[src/rtl/mem_bus_arbiter.sv]
// Memory bus arbiter: shares one downstream memory port between the fetch
// stage (instruction port) and the memory stage (data port). A registered
// grant FSM latches the winning request, presents it downstream until the
// single-beat completion, and steers the response back to its owner.
// The data port normally wins because it carries the older instruction; a
// starvation counter forces an instruction grant after STARVE_LIMIT
// consecutive data grants taken while fetch was waiting.
module mem_bus_arbiter #(
  parameter int ADDR_W       = 64,
  parameter int DATA_W       = 64,
  parameter int STARVE_LIMIT = 4
) (
  input  logic                clk,
  input  logic                reset,
  input  logic                ireq_valid,
  input  logic [ADDR_W-1:0]   ireq_addr,
  input  logic [2:0]          ireq_size,
  output logic                iresp_ok,
  output logic [DATA_W-1:0]   iresp_data,
  input  logic                dreq_valid,
  input  logic [ADDR_W-1:0]   dreq_addr,
  input  logic [2:0]          dreq_size,
  input  logic [DATA_W/8-1:0] dreq_strobe,
  input  logic [DATA_W-1:0]   dreq_data,
  output logic                dresp_ok,
  output logic [DATA_W-1:0]   dresp_data,
  output logic                creq_valid,
  output logic                creq_is_write,
  output logic [ADDR_W-1:0]   creq_addr,
  output logic [2:0]          creq_size,
  output logic [DATA_W/8-1:0] creq_strobe,
  output logic [DATA_W-1:0]   creq_data,
  input  logic                cresp_ok,
  input  logic [DATA_W-1:0]   cresp_data,
  output logic                busy
);

  localparam int SW = DATA_W / 8;
  localparam int CW = $clog2(STARVE_LIMIT + 1);
  localparam logic [CW-1:0] LIMIT = CW'(STARVE_LIMIT);

  localparam logic [1:0] IDLE    = 2'd0;
  localparam logic [1:0] GRANT_I = 2'd1;
  localparam logic [1:0] GRANT_D = 2'd2;

  logic [1:0]        state;
  logic [CW-1:0]     starve_cnt;
  logic              pick_d;
  logic              pick_i;
  logic [ADDR_W-1:0] lat_addr;
  logic [2:0]        lat_size;
  logic [SW-1:0]     lat_strobe;
  logic [DATA_W-1:0] lat_data;

  // Saturating increment of the starvation counter.
  function automatic logic [CW-1:0] sat_inc(input logic [CW-1:0] cnt);
    if (cnt >= LIMIT) begin
      return LIMIT;
    end
    return cnt + 1'b1;
  endfunction

  // Arbitration decision taken in IDLE: data wins unless fetch has starved.
  always_comb begin
    pick_d = dreq_valid && ((starve_cnt < LIMIT) || !ireq_valid);
    pick_i = !pick_d && ireq_valid;
  end

  // Grant FSM, starvation counter and the latched request that drives creq_*.
  always_ff @(posedge clk) begin
    if (!reset) begin
      state      <= IDLE;
      starve_cnt <= '0;
      lat_addr   <= '0;
      lat_size   <= '0;
      lat_strobe <= '0;
      lat_data   <= '0;
    end else begin
      case (state)
        IDLE: begin
          if (pick_d) begin
            state      <= GRANT_D;
            lat_addr   <= dreq_addr;
            lat_size   <= dreq_size;
            lat_strobe <= dreq_strobe;
            lat_data   <= dreq_data;
            starve_cnt <= ireq_valid ? sat_inc(starve_cnt) : '0;
          end else if (pick_i) begin
            state      <= GRANT_I;
            lat_addr   <= ireq_addr;
            lat_size   <= ireq_size;
            lat_strobe <= '0;
            lat_data   <= '0;
            starve_cnt <= '0;
          end else begin
            starve_cnt <= '0;
          end
        end
        GRANT_I, GRANT_D: begin
          // Single-beat completion always returns through IDLE, so a new
          // grant can never follow back-to-back.
          if (cresp_ok) begin
            state      <= IDLE;
            lat_addr   <= '0;
            lat_size   <= '0;
            lat_strobe <= '0;
            lat_data   <= '0;
          end
        end
        default: begin
          state <= IDLE;
        end
      endcase
    end
  end

  // Downstream request comes only from the latched registers.
  always_comb begin
    creq_valid    = (state != IDLE);
    busy          = (state != IDLE);
    creq_is_write = |lat_strobe;
    creq_addr     = lat_addr;
    creq_size     = lat_size;
    creq_strobe   = lat_strobe;
    creq_data     = lat_data;
  end

  // Response steering: forward completion to the owner only if it still waits.
  always_comb begin
    iresp_ok   = (state == GRANT_I) && cresp_ok && ireq_valid;
    dresp_ok   = (state == GRANT_D) && cresp_ok && dreq_valid;
    iresp_data = iresp_ok ? cresp_data : '0;
    dresp_data = dresp_ok ? cresp_data : '0;
  end

endmodule
[config.mk]
export PLATFORM = sky130hd
export DESIGN_NAME = mem_bus_arbiter
export DESIGN_NICKNAME = d
export VERILOG_FILES = /design/src/rtl/mem_bus_arbiter.sv
export SDC_FILE = /design/constraint.sdc
export NUM_CORES = 1
export LEC_CHECK = 0
export BUFFER_PORTS_ARGS = -buffer_cell sky130_fd_sc_hd__clkbuf_2
export CORE_AREA = 2 2 214 216
export CTS_BUF_LIST = sky130_fd_sc_hd__clkbuf_2 sky130_fd_sc_hd__clkbuf_4 sky130_fd_sc_hd__clkbuf_8
export DETAILED_ROUTE_END_ITERATION = 10
export DIE_AREA = 0 0 216 218
export PLACE_DENSITY = 0.37
export SLEW_MARGIN = 10
export SYNTH_ARGS = -nofsm -noshare
export SYNTH_HDL_FRONTEND = slang
export SYNTH_SLANG_ARGS = --single-unit
export TNS_END_PERCENT = 100
[constraint.sdc]
create_clock -name clk -period 5.32 [get_ports clk]
set_input_delay 1.064 -clock clk [delete_from_list [all_inputs] [get_ports clk]]
set_output_delay 1.064 -clock clk [all_outputs]
set_load 0.005 [all_outputs]
==> impl_results.md <==
* Max Buffers Root-to-Sink at 2
* R2r setup slk at 2760 ps
* Vias per inst at 3.759
* Cell area power density at 284.5 nW/um2
* Final setup viols at 0
* Least-Margin Pin Slew at 1104 ps
* Post-synthesis sequential area ratio at 46.64%
* Top-count cell post-synth: dfxtp_1
* Crit path max-delay cell type: and3_2
* Post-Syn Area per Cell at 10.79 um2
* CP startpoint: ireq_valid
* Post-synth top cells: dfxtp_1 (144), and2_1 (129), a22o_1 (72), mux2i_1 (68), o2bb2ai_1 (67)
* CTS tree: done
* Layout Skew at 11.42 ps
* Max stage delay on crit path at 850 ps
* Critical Path RT at 4260 ps
* DR WL/cell at 18.10 um
* Placed Area at 9444 um2
* First-pass GRT wire length at 42860 um
* Yosys cell types at 29
* Post-cts resize count at 0
* Largest net degree at the start of global routing at 66
* Critical path endpoint: iresp_data[38]
* Wire length on met3 at 2609 um
* Top Metal Used: met4
* Layout cells sized above 1 at 53.53%
* # Max-Cap Violations at 0
* Clock latency on the worst-skew pair at 480 ps
* Layout Nets at 1371
* Post-CTS Hold Fix Bufs at 0
* Area delta synth->final at 59.53%
* CP most frequent cell: clkbuf_2
* Cell count of the worst reg-to-reg path at 6
* IO Pins at 547
* Sink Count at 144
* CTS buffer count at 17
* Post-synth top area share at 46.64%
* Die area at 47090 um2
* EDFF count, synth at 0
* Number of synthesized register bits at 144
* WL met2 at 16530 um
* Gr ovfl total at 0
* Max_slew headroom at 26.38%
* Max VDD drop at 0.1437 mV
* Peak fanout along the critical path at 65
* HPWL Detailed at 24780 um
* Final max-slew violation count at 0
* Cell taking the most area after synthesis: dfxtp_1
* CTS root buffer: clkbuf_8
* DRC viols at 0
* Syn nets at 853
* GPL Wtd Cong at 0.8565
* Vias in the first global route at 6231
* Minimum clock period at 3625 ps
* Crit path kind: in2out
* H-tree Lvls at 4
* Arr. time, crit path at 2560 ps
* M1 wire length at 10660 um
* GRT Total Usage at 12.69%
* Leakage power at 0.005079 uW
* Via count at 6406
* HP Class: reg2reg
* DIE WIDTH at 216 um
* Crit start category: input pin
* Initial antenna violation count at 2
* Core ar. at 44890 um2
* R2r endpoint: creq_data[58]$_SDFFE_PN0P_
* Synthesized instance count at 573
* Final period util at 68.14%
* Max Fclk at 0.2759 GHz
* First-pass DRT Iterations at 4
* Top_reg_cell synth: dfxtp_1
* Final instance area at 9861 um2
* Initial Util at 13.77%
* Row cnt at 78
* Cell Chain, Critical Path: clkbuf_2 -> and3_2 -> and2_1 -> clkbuf_2
* Reg2Reg Launch Point: state[0]$_SDFFE_PN0P_
* Die Ht at 218 um
* Routed Antenna Nets at 0
* RSZ-0062 raised after global routing: no
* Postcts setup bufs at 0
* Synthesized area at 6181 um2
* Port Buffers at 546
* Crit. End Element: output pin
* Status: finished, final reports clean
* Main area contributors after synthesis: dfxtp_1 (47%), and2_1 (13%), mux2i_1 (11%), a22o_1 (10%), o2bb2ai_1 (9.5%)
* Setup TNS at 0 ps
* WL final at 30850 um
* DRT iter0 DRCs at 184
* Async SR Flop Fraction at 0%
* Clock transition at the registers of the reported paths at 80 ps
* Final hold viol count at 0
* Yosys warnings at 0
* N_diodes at 0
## final cells by class
cell class	instances	area [um2]
clock inverter	13	161.4
clock buffer	19	255.2
multi-input combinational	368	2970
inverter	6	22.52
timing repair buffer	554	2818
fill	4998	35030
sequential	144	2883
tap	600	750.7
## cell families after synthesis
| group | count (synthesis) | share of synthesized area (%) |
|---|---|---|
| and+or+nand+nor | 147 | 14.80 |
| AOI/OAI and AO/OA | 148 | 20.71 |
| buffers and inverters | 61 | 5.830 |
| adders and majority gates | 5 | 1.012 |
| DFF | 144 | 46.64 |
| muxes | 68 | 11.01 |
## where the power goes
part | leakage [uW] | switching (uW) | total (uW) | internal (uW)
clock network | 0.000214 | 464 | 946 | 483
registers | 0.00118 | 62.6 | 1250 | 1190
logic | 0.00369 | 330 | 605 | 275
## registers in the layout, indices dropped and copies added, names as in the netlist
name,count
creq_addr,64
creq_data,64
creq_strobe,8
creq_size,3
starve_cnt,3
state,2
## critical path: cells and delay by family
kind                   cells  cell delay [ps]
AND/OR/NAND/NOR            2             1110
buffers and inverters      2              360
## placed cells by master (no fill, tap or decap), types with 4 or more instances in the layout
master	n
clkinv_2	4
mux2i_1	68
dfxtp_1	144
clkbuf_2	546
clkbuf_8	18
a22o_1	72
ha_1	5
inv_1	6
buf_4	6
o2bb2ai_1	67
and2_1	129
## metal layers
metal | up-vias | track usage, %
li1 | 3110 | -
met1 | 2923 | 12.18
met2 | 340 | 24.16
met3 | 33 | 4.463
met4 | 0 | 5.845
met5 | - | 0
## worst min-delay path by stage
stage	from	end	slack (ps)	depth (start not counted)
final	creq_addr[52]$_SDFFE_PN0P_	creq_addr[52]$_SDFFE_PN0P_	460	1
after global routing	creq_addr[35]$_SDFFE_PN0P_	creq_addr[35]$_SDFFE_PN0P_	480	1
after CTS	creq_addr[17]$_SDFFE_PN0P_	creq_addr[17]$_SDFFE_PN0P_	470	1
after detailed placement	creq_addr[34]$_SDFFE_PN0P_	creq_addr[34]$_SDFFE_PN0P_	450	1
after global placement	creq_addr[2]$_SDFFE_PN0P_	creq_addr[2]$_SDFFE_PN0P_	440	1
after floorplan	creq_addr[0]$_SDFFE_PN0P_	creq_addr[0]$_SDFFE_PN0P_	460	1
## stage by stage
step	instances	worst slack (ps)	hold WS (ps)	util [%]	total power, uW
after floorplan	573	2324	455.8	-	1546
after global placement	1672	1821	443.5	21.04	1904
after detailed placement	1672	1711	445.3	21.04	1901
after CTS	1704	1709	468.4	21.96	2876
after global routing	1704	1606	481.9	21.96	2975
final	1704	1695	463.7	21.96	2806
Power figures use the tool's default switching activity.
